$ cat src/rtl/break_value_scheduler.sv
// break_value_scheduler
//
// Scores the flip candidates of one selected unsatisfied clause and picks the
// cheapest to flip. For each valid candidate slot it requests a trial-flip
// evaluation and registers the returned broken-clause vector and clause mask
// into the drive registers of an external combinational break value counter.
// It then samples the counter result and keeps the strict minimum. Ties go to
// the lower slot.
//
// Optional feature (macro BVS_ZERO_EXIT_EN):
//   defined   - a break value of 0 wins immediately; remaining slots are skipped.
//   undefined - every valid slot is evaluated (same result, fixed latency).
//
// Ports:
//   clk, reset        clock (rising edge), asynchronous active-low reset
//   start_i           start pulse, accepted only while idle
//   cand_vars_i       K candidate variable indices, slot j at [j*VAR_BITS +: VAR_BITS]
//   cand_valid_i      per-slot valid bits
//   busy_o            high whenever not idle
//   eval_req_o        flip-evaluation request, held until eval_ack_i
//   eval_var_o        variable to trial-flip (0 when no request)
//   eval_ack_i        evaluator accepted the request
//   eval_valid_i      evaluator result valid (single cycle)
//   eval_broken_i     broken-clause bits for the trial flip
//   mask_bits_i       clause-table valid mask
//   cnt_broken_o      registered broken vector driven to the counter
//   cnt_mask_o        registered mask driven to the counter
//   cnt_value_i       counter result, combinational from cnt_*_o
//   done_o            single-cycle result-valid pulse
//   best_var_o        winning variable
//   best_value_o      winning break value
//   none_valid_o      with done_o, no candidate slot was valid

module break_value_scheduler #(
    parameter int NUM_CLAUSES = 20,
    parameter int K           = 3,
    parameter int VAR_BITS    = 8,
    parameter int BV_W        = $clog2(NUM_CLAUSES) + 1
) (
    input  logic                  clk,
    input  logic                  reset,
    input  logic                  start_i,
    input  logic [K*VAR_BITS-1:0] cand_vars_i,
    input  logic [K-1:0]          cand_valid_i,
    output logic                  busy_o,
    output logic                  eval_req_o,
    output logic [VAR_BITS-1:0]   eval_var_o,
    input  logic                  eval_ack_i,
    input  logic                  eval_valid_i,
    input  logic [NUM_CLAUSES-1:0] eval_broken_i,
    input  logic [NUM_CLAUSES-1:0] mask_bits_i,
    output logic [NUM_CLAUSES-1:0] cnt_broken_o,
    output logic [NUM_CLAUSES-1:0] cnt_mask_o,
    input  logic [BV_W-1:0]       cnt_value_i,
    output logic                  done_o,
    output logic [VAR_BITS-1:0]   best_var_o,
    output logic [BV_W-1:0]       best_value_o,
    output logic                  none_valid_o
);

    localparam int IDX_W = (K > 1) ? $clog2(K) : 1;

    typedef enum logic [2:0] {IDLE, REQ, WAIT, SCORE, DONE} state_t;

    state_t                              state_q, state_d;
    logic [K-1:0][VAR_BITS-1:0]          cand_q, cand_d;
    logic [K-1:0]                        valid_q, valid_d;
    logic [IDX_W-1:0]                    idx_q, idx_d;
    logic [VAR_BITS-1:0]                 best_var_q, best_var_d;
    logic [BV_W-1:0]                     best_value_q, best_value_d;
    logic                                none_valid_q, none_valid_d;
    logic [NUM_CLAUSES-1:0]              cnt_broken_q, cnt_broken_d;
    logic [NUM_CLAUSES-1:0]              cnt_mask_q, cnt_mask_d;
    logic [IDX_W:0]                      first_slot, next_slot;
    logic                                zero_exit;

    // Lowest valid slot at or above from_slot; MSB of the result is "found".
    // Scanning downward lets the lowest matching slot overwrite the others.
    function automatic logic [IDX_W:0] find_valid(input logic [K-1:0] valid,
                                                  input int from_slot);
        logic [IDX_W:0] res;
        res = '0;
        for (int j = K - 1; j >= 0; j--) begin
            if (valid[j] && (j >= from_slot)) begin
                res = {1'b1, IDX_W'(j)};
            end
        end
        return res;
    endfunction

    always_comb begin
        // NOTE: every variable gets a default before the case so no path leaves
        // it unassigned; a missing default here would infer a latch.
        state_d      = state_q;
        cand_d       = cand_q;
        valid_d      = valid_q;
        idx_d        = idx_q;
        best_var_d   = best_var_q;
        best_value_d = best_value_q;
        none_valid_d = none_valid_q;
        cnt_broken_d = cnt_broken_q;
        cnt_mask_d   = cnt_mask_q;
        first_slot   = find_valid(cand_valid_i, 0);
        next_slot    = find_valid(valid_q, int'(idx_q) + 1);
        zero_exit    = 1'b0;
`ifdef BVS_ZERO_EXIT_EN
        zero_exit    = (cnt_value_i == '0);
`endif

        unique case (state_q)
            IDLE: begin
                if (start_i) begin
                    cand_d       = cand_vars_i;
                    valid_d      = cand_valid_i;
                    idx_d        = first_slot[IDX_W-1:0];
                    best_var_d   = '0;
                    best_value_d = '1;
                    none_valid_d = ~first_slot[IDX_W];
                    state_d      = first_slot[IDX_W] ? REQ : DONE;
                end
            end
            REQ: begin
                // A result arriving together with the ack is not a result for
                // this request; only the ack is consumed here.
                if (eval_ack_i) begin
                    state_d = WAIT;
                end
            end
            WAIT: begin
                // The counter sees only these registers, so its inputs stay
                // stable for the whole SCORE cycle.
                if (eval_valid_i) begin
                    cnt_broken_d = eval_broken_i;
                    cnt_mask_d   = mask_bits_i;
                    state_d      = SCORE;
                end
            end
            SCORE: begin
                // Strict compare: an equal value in a later slot loses.
                if (cnt_value_i < best_value_q) begin
                    best_var_d   = cand_q[idx_q];
                    best_value_d = cnt_value_i;
                end
                if (next_slot[IDX_W] && !zero_exit) begin
                    idx_d   = next_slot[IDX_W-1:0];
                    state_d = REQ;
                end else begin
                    state_d = DONE;
                end
            end
            DONE: begin
                state_d = IDLE;
            end
            default: begin
                state_d = IDLE;
            end
        endcase
    end

    // NOTE: sequential state uses non-blocking assignments so every register
    // updates from the pre-edge values, independent of statement order.
    always_ff @(posedge clk or negedge reset) begin
        if (!reset) begin
            state_q      <= IDLE;
            cand_q       <= '0;
            valid_q      <= '0;
            idx_q        <= '0;
            best_var_q   <= '0;
            best_value_q <= '0;
            none_valid_q <= 1'b0;
            cnt_broken_q <= '0;
            cnt_mask_q   <= '0;
        end else begin
            state_q      <= state_d;
            cand_q       <= cand_d;
            valid_q      <= valid_d;
            idx_q        <= idx_d;
            best_var_q   <= best_var_d;
            best_value_q <= best_value_d;
            none_valid_q <= none_valid_d;
            cnt_broken_q <= cnt_broken_d;
            cnt_mask_q   <= cnt_mask_d;
        end
    end

    assign busy_o       = (state_q != IDLE);
    assign eval_req_o   = (state_q == REQ);
    assign eval_var_o   = (state_q == REQ) ? cand_q[idx_q] : '0;
    assign done_o       = (state_q == DONE);
    assign cnt_broken_o = cnt_broken_q;
    assign cnt_mask_o   = cnt_mask_q;
    assign best_var_o   = best_var_q;
    assign best_value_o = best_value_q;
    assign none_valid_o = none_valid_q;

endmodule

$ cat config.mk
export PLATFORM = sky130hd
export DESIGN_NAME = break_value_scheduler
export DESIGN_NICKNAME = d
export VERILOG_FILES = /design/src/rtl/break_value_scheduler.sv
export SDC_FILE = /design/constraint.sdc
export NUM_CORES = 1
export LEC_CHECK = 0
export ABC_AREA = 1
export BUFFER_PORTS_ARGS = -buffer_cell sky130_fd_sc_hd__buf_2
export CAP_MARGIN = 15
export CORE_MARGIN = 4
export CORE_UTILIZATION = 45
export DETAILED_ROUTE_END_ITERATION = 8
export PLACE_DENSITY = 0.81
export SLEW_MARGIN = 20
export SYNTH_ARGS = -nofsm -noshare
export SYNTH_HDL_FRONTEND = slang
export SYNTH_SLANG_ARGS = --single-unit
export TNS_END_PERCENT = 50
$ cat constraint.sdc
create_clock -name clk -period 1.4 [get_ports clk]
set_input_delay 0.07 -clock clk [delete_from_list [all_inputs] [get_ports clk]]
set_output_delay 0.07 -clock clk [all_outputs]
set_load 0.05 [all_outputs]
Yosys cells after proc, flatten, opt, wreduce, memory -nomap -nowiden
Cells that the tools add are included.
Word-level totals
  bits in registers: 87
  bits of input ports: 78
  output and inout bits: 66
  logic and storage cells: 62
Cells by class
  add/sub/neg operators: 1
  order comparisons: 5
  eq/ne operators: 9
  multiplexer cells: 24
  bitwise gates (word level): 1
  reduce and logical (&&, ||, !) cells: 11
Operators with widths (number)
  $mux W3: 11
  $mux W8: 4
  $bmux W8 S2: 1
  $pmux W8 S2: 1
  $mux W6: 2
  $pmux W3 S4: 1
  $pmux W6 S2: 1
  $reduce_and A3 Y1: 3
  $ne A2 B2 Y1 const B: 4
  $eq A3 B2 Y1 const B: 2
  $ge A1 B3 Y1 const A: 2
  $lt A6 B6 Y1: 1
  $mux W2: 2
  $pmux W2 S2: 1
  $reduce_and A2 Y1: 2
  $add A2 B1 Y3 const B: 1
  $eq A3 B1 Y1 const B: 1
  $eq A3 B3 Y1 const B: 1
  $ge A2 B3 Y1 const A: 1
  $logic_and A1 B1 Y1: 3
  $logic_not A3 Y1: 1
  $lt A2 B3 Y1 const B: 1
  $reduce_bool A3 Y1: 1
  $ne A2 B1 Y1 const B: 1
  other kinds (2): 2

Logic depth before layout (Yosys ltp)
Gate-level depths: netlist (run 1).
  word-level depth: 8
  depth in mapped cells: 9
  mapped depth without buffers: 9

Worst setup path after synthesis (run 1)
OpenSTA, ideal clock, no wires.
  path type: register to register
  from: register best_value_q[5] (netlist: best_value_o[5])
  to: register best_var_q[0] (netlist: best_var_o[0])
  library setup time: 119 ps
  arrival: 1798 ps
  required time: 1281 ps
  slack: -517 ps
  stages on the path, launching flop included: 9
  buffers on the path: 1
  path through: dfrtp_1 > inv_1 > ha_1 > nand2_1 > a21oi_1 > nor2_8 > buf_8 > a21oi_2 > nor2_2
On the way
  word-level cells in the longest chain between the ends: 3
RTL lines
  start, declared: RTL line 70  | logic [BV_W-1:0] best_value_q, best_value_d;
  start signal, assigned: RTL line 179  | best_value_q <= best_value_d;
  $lt A6 B6 Y1: RTL line 140  | if (cnt_value_i < best_value_q) begin
  $ne A2 B2 Y1 (no source line)
  $reduce_and A3 Y1 (no source line)
  end signal, assigned: RTL line 178  | best_var_q <= best_var_d;
  end, declared: RTL line 69  | logic [VAR_BITS-1:0] best_var_q, best_var_d;
Every way passes these cells.
A chain may end at the register's enable or synchronous reset.

Worst setup path in the final report (run 1)
  from: register state_q[1]
  to: output port eval_var_o[1]
On the way
  word-level cells in the longest chain between the ends: 2
RTL lines
  start, declared: RTL line 65  | state_t state_q, state_d;
  start signal, assigned: RTL line 174  | state_q <= state_d;
  $eq A3 B1 Y1: RTL line 188  | assign eval_var_o = (state_q == REQ) ? cand_q[idx_q] : '0;
  $mux W8: RTL line 188
  end, declared: RTL line 47  | output logic [VAR_BITS-1:0] eval_var_o,
Every way passes these cells.

==> impl.org, run 1 <==
** Pwr
- Lkg Pwr :: 3.65 nW
- Power per cell area :: 2440 nW/µm²
- Highest ir drop seen on vdd :: 1.73 mV

** Setup path
- In this run the critical register-to-register path is captured at best_var_o[6]$_DFFE_PN0P_.
- Startpoint of the most critical setup path :: state_q[1]$_DFFE_PN0P_
- Worst-path maximum fanout :: 5
- The worst setup path is captured at an output pin.
- Start of the worst register-to-register path :: best_value_o[5]$_DFFE_PN0P_
- STA classifies the critical path startpoint as a flop.
- Setup slack of the most critical reg-to-reg path :: -0.18 ns
- Critical path's largest stage delay :: 0.45 ns
- Counting cells, the worst reg-to-reg path comes to 9.
- The critical path in this run is classified as flop to output pin.
- Critical Path Most Common Cell :: sky130_fd_sc_hd__buf_6
- Following the worst setup path forward leads to its endpoint at eval_var_o[1].
- Data required time at the worst endpoint :: 1.33 ns
- Cell chain of the critical path :: nor3_4 > buf_6 > o21ai_1 > inv_1 > buf_6
- Critical path data arrival time :: 1.59 ns
- Standard cell with the maximum stage delay on the critical path :: sky130_fd_sc_hd__dfrtp_2

** Global routing
- Grt total ovfl :: 0
- Global router's overall resource usage :: 0.230
- Global route hottest layer :: met2
- Entering global routing, the biggest net connects 87 pins.
- Met3 global-route usage :: 0.0534
- For this run, global-route usage on met1 was measured as 0.270.
- First-pass GRT wire length :: 20700 µm
- Vias in the first global route :: 4434
- Number of antenna violations at the first check in global routing :: 0
- Met2 track demand over resource :: 0.404

** Timing
- Fmax :: 604 MHz
- Once routing completed, OpenROAD measured the worst setup slack at -0.257 ns.
- Subtracting the final worst setup slack from the clock period gives 1.66 ns.
- Dividing the final minimum period by the clock period gives 1.18.
- Tightest slew margin relative to the limit :: 0.695
- Setup-failing EPs final :: 72
- For the pin with the worst max-slew slack, the measured transition is 0.458 ns.
- For the final routed database, the setup TNS stands at -8.43 ns.
- Unrepaired setup endpoints after global routing :: true
- On the final layout, the worst clock skew is 0.0123 ns.
- Final Max Tran Viols :: 0
- Final Hold Viols :: 0

** Die
- The initial utilization of the core area, before any placement, comes to 0.470.
- Area of the core :: 8890 µm²
- Number of core rows :: 34
- Die width :: 104 µm
- The die is 104 µm tall.
- The floorplan step defined a die boundary enclosing 10900 µm².
- 144 I/O pins were placed.

** Final layout
- Final Net Count :: 848
- After filler insertion, the fill cell instance count of the layout stands at 583.
- In the final layout, the share of cells above drive strength 1 is 0.435.
- Diode count :: 0
- Utilization of the core after routing :: 0.771
- The finished cells cover 6850 µm².
- The library cells used most frequently in the layout, excluding fill and tap cells, are sky130_fd_sc_hd__nand2_1 (168), sky130_fd_sc_hd__buf_2 (131), sky130_fd_sc_hd__dfrtp_1 (77).
- In the final layout, flip-flops and latches occupy 2160 µm².
- Summing all multi-input logic gate instances after layout gives 2070 µm².
- Post-synthesis to final-layout area growth :: 64.0%
- Count of non-filler cells in the finished layout :: 878
- Most frequent standard cell in the layout excluding fill and tap cells :: sky130_fd_sc_hd__nand2_1

** Job
- Number of violations of the max-capacitance limit :: 0

** Placement
- Port-buffer cells :: 143
- The placed instances occupy a cell area of 5140 µm².
- Total placed cells including tap cells :: 764
- Pre-CTS setup slack :: -0.122 ns
- Detailed placement ended at an HPWL of 7710 µm.
- Final weighted congestion in routability-driven placement :: 0.880

** Yosys
- The synthesized design contains 0 enable-type register cells.
- Sequential fraction of the synthesis area :: 0.515
- Among all flip-flop cells after synthesis, the most frequent one is sky130_fd_sc_hd__dfrtp_1.
- The Yosys step of the flow raised 0 warnings.
- Summed over all instances, the cell type with the most area after synthesis is sky130_fd_sc_hd__dfrtp_1.
- The netlist uses 29 different library cells.
- Async set-or-reset flop fraction in the synthesized netlist :: 1.00
- Cell Area, Synth :: 4180 µm²
- Synthesis produced a netlist with a net count of 595.
- Cell types with the largest area share after synthesis :: sky130_fd_sc_hd__dfrtp_1 (51%), sky130_fd_sc_hd__nand2_1 (19%), sky130_fd_sc_hd__nand3_1 (8.9%)
- Yosys reg bits :: 86
- The share of synthesized area in the top cell type comes to 0.515.
- Cell count after synthesis :: 512
- Mean Syn Cell Area :: 8.16 µm²

** Clock network
- Clock Path Buffers :: 2
- Worst skew pair latency :: 0.36 ns
- Number of buffers inserted during clock tree synthesis :: 9
- Clock transition at path regs :: 0.09 ns
- CTS saw 86 sinks.
- The H-tree generated during clock tree synthesis spans 3 levels.
- CTS tree :: yes
- Clock Tree Root :: sky130_fd_sc_hd__clkbuf_8

** Drt
- Via count :: 4415
- Post-detailed-route via-to-cell ratio :: 5.03
- Routed wire per std cell :: 15.5 µm
- For this block, the initial DRC count from the detailed router was 197.
- First-pass DRT Iterations :: 4
- For this run, design rule violations remaining after detail routing come to 0.
- Wires add up to 13600 µm.
- Residual antenna-violating net count after detailed routing :: 0

** Run status
- Run status :: finished, violations left
- Failing checks :: negative setup slack

** Worst hold path
- Min-Delay Path Class :: input pin to flop
layer usage:
| metal | share of wire | wire length [µm] |
|---|---|---|
| met1 | 0.39 | 5370 |
| met2 | 0.51 | 6960 |
| met3 | 0.065 | 886 |
| met4 | 0.029 | 400 |
| met5 | 0 | 0 |
flip-flops by register name, indices dropped and copies added (netlist names):
name,count
cand_q,24
best_var_o,8
cnt_broken_o,20
best_value_o,6
valid_q,2
state_q,3
none_valid_o,1
idx_q,2
cnt_mask_o,20
worst min-delay path by stage:
stage,from,to,cells after the start
after CTS,cand_valid_i[1],valid_q[1]$_DFFE_PN0P_,3
final,cand_valid_i[1],valid_q[1]$_DFFE_PN0P_,3
after floorplan,reset,best_value_o[0]$_DFFE_PN0P_,0
after detailed placement,reset,cand_q[5]$_DFFE_PN0P_,2
after global placement,reset,cand_q[5]$_DFFE_PN0P_,2
after global routing,cnt_value_i[0],best_value_o[0]$_DFFE_PN0P_,5
critical path, delay by kind of cell (launching register included):
kind	cells	cell delay (ns)
AOI/OAI and AO/OA	1	0.07
buffers and inverters	3	0.42
DFF	1	0.45
and+or+nand+nor	1	0.29
logic make-up after synthesis:
logic type	count (synthesis)	synth area share
AND/OR/NAND/NOR	321	0.340
flip-flops	86	0.515
buffers and inverters	70	0.0874
AO/OA/AOI/OAI	30	0.0425
adder cells (fa/ha/maj)	5	0.0150
report_power, final:
group          internal, mW  switching [mW]  leakage [nW]  total, mW
clock                 0.909           0.970         0.110       1.88
sequential             3.63           0.743          1.07       4.38
combinational          3.66            6.80          2.47       10.5
total                  8.20            8.52          3.65       16.7
what timing repair did:
item,4_1_cts,5_1_grt
hold buffers,67,0
resized for setup,63,63
endpoints found under the hold margin,152,0
cloned,1,7
pin swaps,27,19
buffers inserted,13,10
endpoints found under the setup margin,66,70
metrics by stage:
step	hold slack (ns)	total power [mW]
global route	0.0306	17.7
detailed placement	0.141	12.5
finish	0.0199	16.7
floorplan	-0.226	10.4
CTS	0.00387	15.3
global placement	0.137	12.2
area by class of cell:
type / count / area share
multi-input cells: 359 / 0.302
well taps: 108 / 0.0197
repair buffers: 265 / 0.306
flip-flops and latches: 86 / 0.316
inverters: 44 / 0.0254
clock buffers: 10 / 0.0201
clock inverters: 6 / 0.0111
cell usage after synthesis (2+ instances only):
library cell and count:
sky130_fd_sc_hd__nor2_2 7, sky130_fd_sc_hd__dfrtp_1 86, sky130_fd_sc_hd__nor2_1 18, sky130_fd_sc_hd__a21oi_2 7, sky130_fd_sc_hd__a21oi_1 3, sky130_fd_sc_hd__nand2_1 206, sky130_fd_sc_hd__o21ai_1 18, sky130_fd_sc_hd__nand2_4 3
sky130_fd_sc_hd__buf_6 10, sky130_fd_sc_hd__nor2_4 2, sky130_fd_sc_hd__clkbuf_1 4, sky130_fd_sc_hd__nand3_2 4, sky130_fd_sc_hd__ha_1 5, sky130_fd_sc_hd__buf_2 9, sky130_fd_sc_hd__inv_1 37, sky130_fd_sc_hd__inv_2 6
sky130_fd_sc_hd__nand3_1 74, sky130_fd_sc_hd__nand2_2 2
Power figures use the tool's default switching activity.
==> inputs of run 2 (changes only) <==
Settings changed: CELL_PAD_IN_SITES_DETAIL_PLACEMENT set to 1, CELL_PAD_IN_SITES_GLOBAL_PLACEMENT set to 1, CORE_UTILIZATION 45 to 32, PLACE_DENSITY 0.81 to 0.8.
==> impl.org, run 2 (synthesis results as in run 1) <==
** Setup path
- Standard cell with the maximum stage delay on the critical path :: sky130_fd_sc_hd__dfrtp_2
- The kind of cell with the highest combined delay along the critical path is flip-flops.
- The worst setup path is captured at an output pin.
- Crit Path Class :: flop to output pin
- The highest net fanout along the worst path is 7 (+2).
- The data arrival time at the worst-slack endpoint came to 1.57 ns (-0.02 ns).
- Walking the worst path, the cells encountered are inv_4 > nand2_2 > nor2_2 > o21ai_2 > inv_1 > buf_6.
- Data required time at the worst endpoint :: 1.33 ns (about the same)
- Critical path startpoint category :: flop
- The largest stage delay on the critical path came to 0.46 ns (about the same).
- The internal reg-to-reg setup slack came to -0.20 ns (-0.02 ns).
- The number of buffer and inverter instances along the worst setup path came to 3 (unchanged).

** Pwr
- The ratio of total power to cell area came to 2530 nW/µm² (+3.7%).
- The static leakage was 3.79 nW (+4.0%).
- The total chip power was 18.5 mW (+11%).
- Highest ir drop seen on vdd :: 1.40 mV (-19%)

** Die
- Io pins :: 144 (unchanged)
- The initial core utilization is 0.328 (-0.142).
- The total die area is 15000 µm² (+37%).
- The core area was 12700 µm² (+43%).
- Vertical die dimension :: 122 µm (+17%)
- Die width :: 122 µm (+17%)
- Number of core rows :: 41 (+21%)

** Final layout
- Most frequent standard cell in the layout excluding fill and tap cells :: sky130_fd_sc_hd__nand2_1
- The number of flip-flops under the largest register name was 24 (unchanged).
- The share of final-layout standard cells stronger than drive strength 1 was 0.476 (+0.0405).
- The fill cell instance count of the final layout is 1467 (+150%).
- Largest register by flop count :: cand_q
- Final Cell Area :: 7330 µm² (+6.9%)
- Utilization of the core after routing :: 0.576 (-0.195)
- Register cell area after layout :: 2160 µm² (unchanged)
- The area of the multi-input gates is 2270 µm² (+9.5%).
- Final Net Count :: 854 (+0.71%)
- Post-synthesis to final-layout area growth :: 75.4%
- The library cells used most frequently in the layout, excluding fill and tap cells, are sky130_fd_sc_hd__nand2_1 (146), sky130_fd_sc_hd__buf_2 (131), sky130_fd_sc_hd__dfrtp_1 (77).
- The number of antenna cells inserted came to 0 (unchanged).

** Clock network
- Worst skew pair latency :: 0.35 ns (about the same)
- The maximum root-to-sink buffer count came to 2 (unchanged).
- Clock Tree Root :: sky130_fd_sc_hd__clkbuf_16
- Clock tree sinks :: 86 (unchanged)
- CTS tree :: yes
- The CTS buffer count was 9 (unchanged).
- Clock transition at path regs :: 0.07 ns (-0.02 ns)
- The total number of H-tree levels is 3 (unchanged).

** Timing
- The fmax came to 611 MHz (+1.3%).
- The final critical path time including I/O delays and setup is 1.64 ns (-0.0205 ns).
- Tightest slew margin relative to the limit :: 0.534 (-0.160)
- The post-route clock skew was 0.00817 ns (-0.00416 ns).
- Final Max Tran Viols :: 0 (unchanged)
- Setup repair after global routing could not meet its margin everywhere.
- Total negative slack :: -9.30 ns (-0.870 ns)
- Post-route fraction of the period consumed by the critical path :: 1.17 (-0.0146)
- Final Hold Viols :: 0 (unchanged)
- The actual transition at the worst max-transition pin came to 0.698 ns (+0.241 ns).
- The worst-case setup margin in the final layout came to -0.236 ns (+0.0205 ns).
- The final setup violation count is 92 (+28%).

** Drt
- Routed wire per std cell :: 19.0 µm (+23%)
- Initial detailed-routing violation count :: 166 (-16%)
- The number of routed nets with antenna violations was 0 (unchanged).
- The number of DRC violations after detailed routing was 0 (unchanged).
- The average via count per standard cell was 4.84 (-3.7%).
- The aggregate routed wire length came to 18000 µm (+32%).
- The via count of the routed design was 4592 (+4.0%).
- The number of search-and-repair iterations in the first detailed-routing pass came to 5 (+1).

** Worst hold path
- Min-Delay Path Class :: input pin to flop

** Placement
- The cell area after placement was 5250 µm² (+2.0%).
- Detail Placement HPWL :: 9370 µm (+21%)
- Final weighted congestion in routability-driven placement :: 0.803 (-8.7%)
- Pre-CTS setup slack :: -0.150 ns (-0.0282 ns)
- Port-buffer cells :: 143 (unchanged)

** Global routing
- Pin count of the biggest net entering global routing :: 87 (unchanged)
- Number of antenna violations at the first check in global routing :: 0 (unchanged)
- Vias in the first global route :: 5045 (+14%)
- The residual overflow from global routing came to 0 (unchanged).
- The first-pass GRT wire length is 25800 µm (+25%).
- Global router's overall resource usage :: 0.221 (-0.00903)

** Run status
- The flow ran to the end, but the final reports show violations.
- Failing checks :: negative setup slack

** Job
- The total of max-cap violations is 0 (unchanged).
[run 2: cell types whose count changed in the layout (fill, tap and decap cells not counted), moves of 5 or more]
cell,delta
sky130_fd_sc_hd__a21oi_2,-5
sky130_fd_sc_hd__nand2_2,+13
sky130_fd_sc_hd__a21oi_4,+5
sky130_fd_sc_hd__clkbuf_8,-10
sky130_fd_sc_hd__nand2_4,+9
sky130_fd_sc_hd__nand2_1,-22
sky130_fd_sc_hd__clkbuf_16,+12
[run 2: layer usage]
| layer | vias up | global-route usage | part of all wire |
|---|---|---|---|
| met4 | 0 | 0.0602 | 0.031 |
| met1 | 2242 | 0.237 | 0.36 |
| met5 | - | 0 | 0 |
| li1 | 2134 | - | - |
| met2 | 169 | 0.423 | 0.56 |
| met3 | 47 | 0.0613 | 0.057 |
[run 2: metrics by stage]
| stage | std cells | hold WS [ns] |
|---|---|---|
| floorplan | 512 | -0.226 |
| global placement | 831 | 0.142 |
| detailed placement | 831 | 0.151 |
| CTS | 932 | 0.0292 |
| global route | 948 | 0.0506 |
| finish | 948 | 0.0463 |
[run 2: timing repair]
item	4_1_cts	5_1_grt
gates cloned	4	10
gates resized for setup	69	116
endpoints found under the hold margin	152	0
setup endpoints to repair	65	97
buffers inserted	14	8
pin swaps	15	30
hold buffers	67	0
[run 2: path summary, 6_finish.rpt]
check / startpoint / to / cells past startpoint
setup / recovery: idx_q[0]$_DFFE_PN0P_ / eval_var_o[3] / 6
setup reg to reg: best_value_o[5]$_DFFE_PN0P_ / best_var_o[1]$_DFFE_PN0P_ / 8
min in group asynchronous: reset / cand_q[6]$_DFFE_PN0P_ / 3
hold / removal: cnt_value_i[0] / best_value_o[0]$_DFFE_PN0P_ / 5
hold reg to reg: cand_q[10]$_DFFE_PN0P_ / cand_q[10]$_DFFE_PN0P_ / 2
max in group asynchronous: reset / idx_q[0]$_DFFE_PN0P_ / 3
[run 2: layout make-up]
cell class	count	area share
clock buffer	9	0.0307
clock inverter	7	0.0133
inverter	44	0.0244
multi-input combinational	362	0.310
sequential	86	0.295
tap	172	0.0294
timing repair buffer	268	0.297
[run 2: worst register-to-register path: stages (launching register included)]
cell,delay (ns)
sky130_fd_sc_hd__dfrtp_2,0.37
sky130_fd_sc_hd__inv_2,0.05
sky130_fd_sc_hd__ha_4,0.29
sky130_fd_sc_hd__nand2_4,0.07
sky130_fd_sc_hd__a21oi_4,0.20
sky130_fd_sc_hd__nor2_8,0.10
sky130_fd_sc_hd__buf_6,0.15
sky130_fd_sc_hd__a21oi_4,0.18
sky130_fd_sc_hd__nor2_2,0.07
[run 2: where the power goes]
| part | internal (mW) | switching (mW) |
|---|---|---|
| clock network | 1.57 | 1.09 |
| registers | 3.64 | 0.865 |
| logic | 3.98 | 7.38 |
| total | 9.20 | 9.34 |
==> inputs of run 3 (changes only) <==
Settings changed: CORE_UTILIZATION 32 to 39, PLACE_DENSITY 0.8 to 0.91.
Clock period 1.4 ns to 2.1 ns, I/O delays scaled along.
==> impl.org, run 3 (synthesis results as in run 1) <==
** Drt
- The iteration-0 DRC count of the detailed router is 155 (-6.6%).
- The aggregate routed wire length was 14000 µm (-23%).
- The detailed-route wire length per cell was 16.4 µm (-14%).
- The average via count per standard cell came to 4.95 (+2.2%).
- Residual antenna-violating net count after detailed routing :: 0 (unchanged)
- The via count of the routed design was 4203 (-8.5%).
- The number of search-and-repair iterations in the first detailed-routing pass is 4 (-1).
- The number of DRC violations after detailed routing was 0 (unchanged).

** Setup path
- The critical path in this run is classified as flop to output pin.
- STA classifies the critical path endpoint as an output pin.
- STA classifies the critical path startpoint as a flop.
- Data required time at the worst endpoint :: 2.00 ns (+0.67 ns)
- Grouping stages by cell kind, the critical path spends the most delay in buffers and inverters.
- Cell chain of the critical path :: inv_2 > nand2_2 > nor2_1 > o21ai_1 > inv_1 > buf_2
- The highest net fanout along the worst path came to 11 (+4).
- Crit path buf inv count :: 3 (unchanged)
- Standard cell with the maximum stage delay on the critical path :: sky130_fd_sc_hd__dfrtp_2
- Critical path's largest stage delay :: 0.51 ns (+0.05 ns)
- The data arrival time at the worst-slack endpoint came to 1.82 ns (+0.25 ns).

** Final layout
- Most frequent standard cell in the layout excluding fill and tap cells :: sky130_fd_sc_hd__nand2_1
- Count of non-filler cells in the finished layout :: 849 (-10%)
- The utilization after layout was 0.554 (-0.0217).
- Final Net Count :: 791 (-7.4%)
- From synthesis to final layout, the design area changed by 37.6%.
- The share of final-layout standard cells stronger than drive strength 1 was 0.288 (-0.188).
- Max FFs per register :: 24 (unchanged)
- In the layout the commonest cells are sky130_fd_sc_hd__nand2_1 (205), sky130_fd_sc_hd__buf_2 (142), sky130_fd_sc_hd__dfrtp_1 (84).
- Diode count :: 0 (unchanged)
- The final design area excluding fillers is 5750 µm² (-22%).
- The register with the most flip-flops in the final layout is cand_q.

** Die
- The initial core utilization came to 0.403 (+0.0745).
- Io pins :: 144 (unchanged)
- Vertical die dimension :: 112 µm (-8.8%)
- The standard-cell row count was 37 (-9.8%).
- Die width :: 112 µm (-8.8%)
- The core area came to 10400 µm² (-18%).
- Die ar. :: 12400 µm² (-17%)

** Clock network
- Number of buffers inserted during clock tree synthesis :: 9 (unchanged)
- Clock transition at path regs :: 0.09 ns (+0.02 ns)
- CTS tree :: yes
- The maximum root-to-sink buffer count was 2 (unchanged).
- Clock tree sinks :: 86 (unchanged)
- Worst skew pair latency :: 0.35 ns (about the same)
- The total number of H-tree levels came to 3 (unchanged).
- Clock Tree Root :: sky130_fd_sc_hd__clkbuf_8

** Timing
- Setup-failing EPs final :: 0 (-100%)
- Min Hold Slack :: 0.00165 ns (-0.0446 ns)
- Post-route fraction of the period consumed by the critical path :: 0.918
- Final Max Tran Viols :: 0 (unchanged)
- Measured slew at the worst slew-check pin :: 0.652 ns (-0.0458 ns)
- The worst max-slew margin expressed relative to the limit came to 0.564 (+0.0299).
- Setup repair after global routing left no endpoint under its margin.
- The post-route clock skew was 0.00989 ns (+0.00172 ns).
- Final Hold Viols :: 0 (unchanged)
- The worst-case setup margin in the final layout came to 0.173 ns (+0.409 ns).
- The summed negative setup slack over all endpoints came to 0 ns (+9.30 ns).
- Fmax :: 519 MHz
- Counting I/O delays and the setup requirement, the final critical path takes 1.93 ns.

** Global routing
- The largest net degree at the start of global routing is 46 (-47%).
- The initial antenna violation count was 2 (+2).
- Grt total ovfl :: 0 (unchanged)
- The number of global-route vias before repair was 4819 (-4.5%).
- The first-pass GRT wire length came to 23800 µm (-7.7%).
- The combined global-route utilization of all metal layers is 0.235 (+0.0134).

** Pwr
- Power consumption :: 9.42 mW (-49%)
- The static leakage came to 3.26 nW (-14%).
- The ratio of total power to cell area is 1640 nW/µm² (-35%).
- Highest ir drop seen on vdd :: 0.769 mV (-45%)

** Placement
- Detail Placement HPWL :: 9000 µm (-4.0%)
- The count of input and output buffers was 143 (unchanged).
- Total placed cells including tap cells :: 773 (-7.0%)
- Total cell area at the placement stage :: 4940 µm² (-5.8%)
- The placer congestion estimate was 0.833 (+3.6%).
- The placement-stage worst setup slack was 0.326 ns (+0.476 ns).

** Job
- Number of violations of the max-capacitance limit :: 0 (unchanged)

** Worst hold path
- The worst hold path belongs to the class input pin to flop.

** Run status
- The run finished with clean final reports.
[run 3: path summary, 6_finish.rpt]
| check | startpoint | to | slack (ns) | cells after the start |
|---|---|---|---|---|
| max | idx_q[1]$_DFFE_PN0P_ | eval_var_o[0] | 0.17 | 6 |
| min | eval_broken_i[11] | cnt_broken_o[11]$_DFFE_PN0P_ | 0.002 | 3 |
| max reg2reg | best_value_o[5]$_DFFE_PN0P_ | best_value_o[1]$_DFFE_PN0P_ | 0.29 | 9 |
| min reg2reg | cnt_mask_o[0]$_DFFE_PN0P_ | cnt_mask_o[0]$_DFFE_PN0P_ | 0.47 | 2 |
| max in group asynchronous | reset | cnt_mask_o[18]$_DFFE_PN0P_ | 1.13 | 3 |
| min in group asynchronous | reset | cand_q[4]$_DFFE_PN0P_ | 0.29 | 2 |
[run 3: layout make-up]
cell class / count / area (µm²)
Clock buffer: 12 / 155
Clock inverter: 4 / 45.0
Fill cell: 1299 / 4620
Inverter: 44 / 166
Multi-Input combinational cell: 356 / 1670
Sequential cell: 86 / 2150
Tap cell: 136 / 170
Timing Repair Buffer: 211 / 1390
[run 3: repair_timing]
action,in CTS,in global routing
resized for setup,0,4
buffers inserted,0,0
hold buffers,60,0
setup endpoints to repair,0,7
hold endpoints to repair,100,0
[run 3: worst min-delay path, delay by kind of cell]
family / cells / cell delay, ns
buffers and inverters: 1 / 0.08
and+or+nand+nor: 2 / 0.14
[run 3: per-layer routing]
layer,GRT usage,vias up,wire [µm]
li1,-,1989,-
met1,0.261,2045,5380
met2,0.437,126,7440
met3,0.0478,39,679
met4,0.0916,4,442
met5,0,-,14
[run 3: report_power, final]
group	switching, mW	internal (mW)
Sequential	0.517	2.41
Combinational	3.98	1.31
Clock	0.594	0.611
Total	5.09	4.33
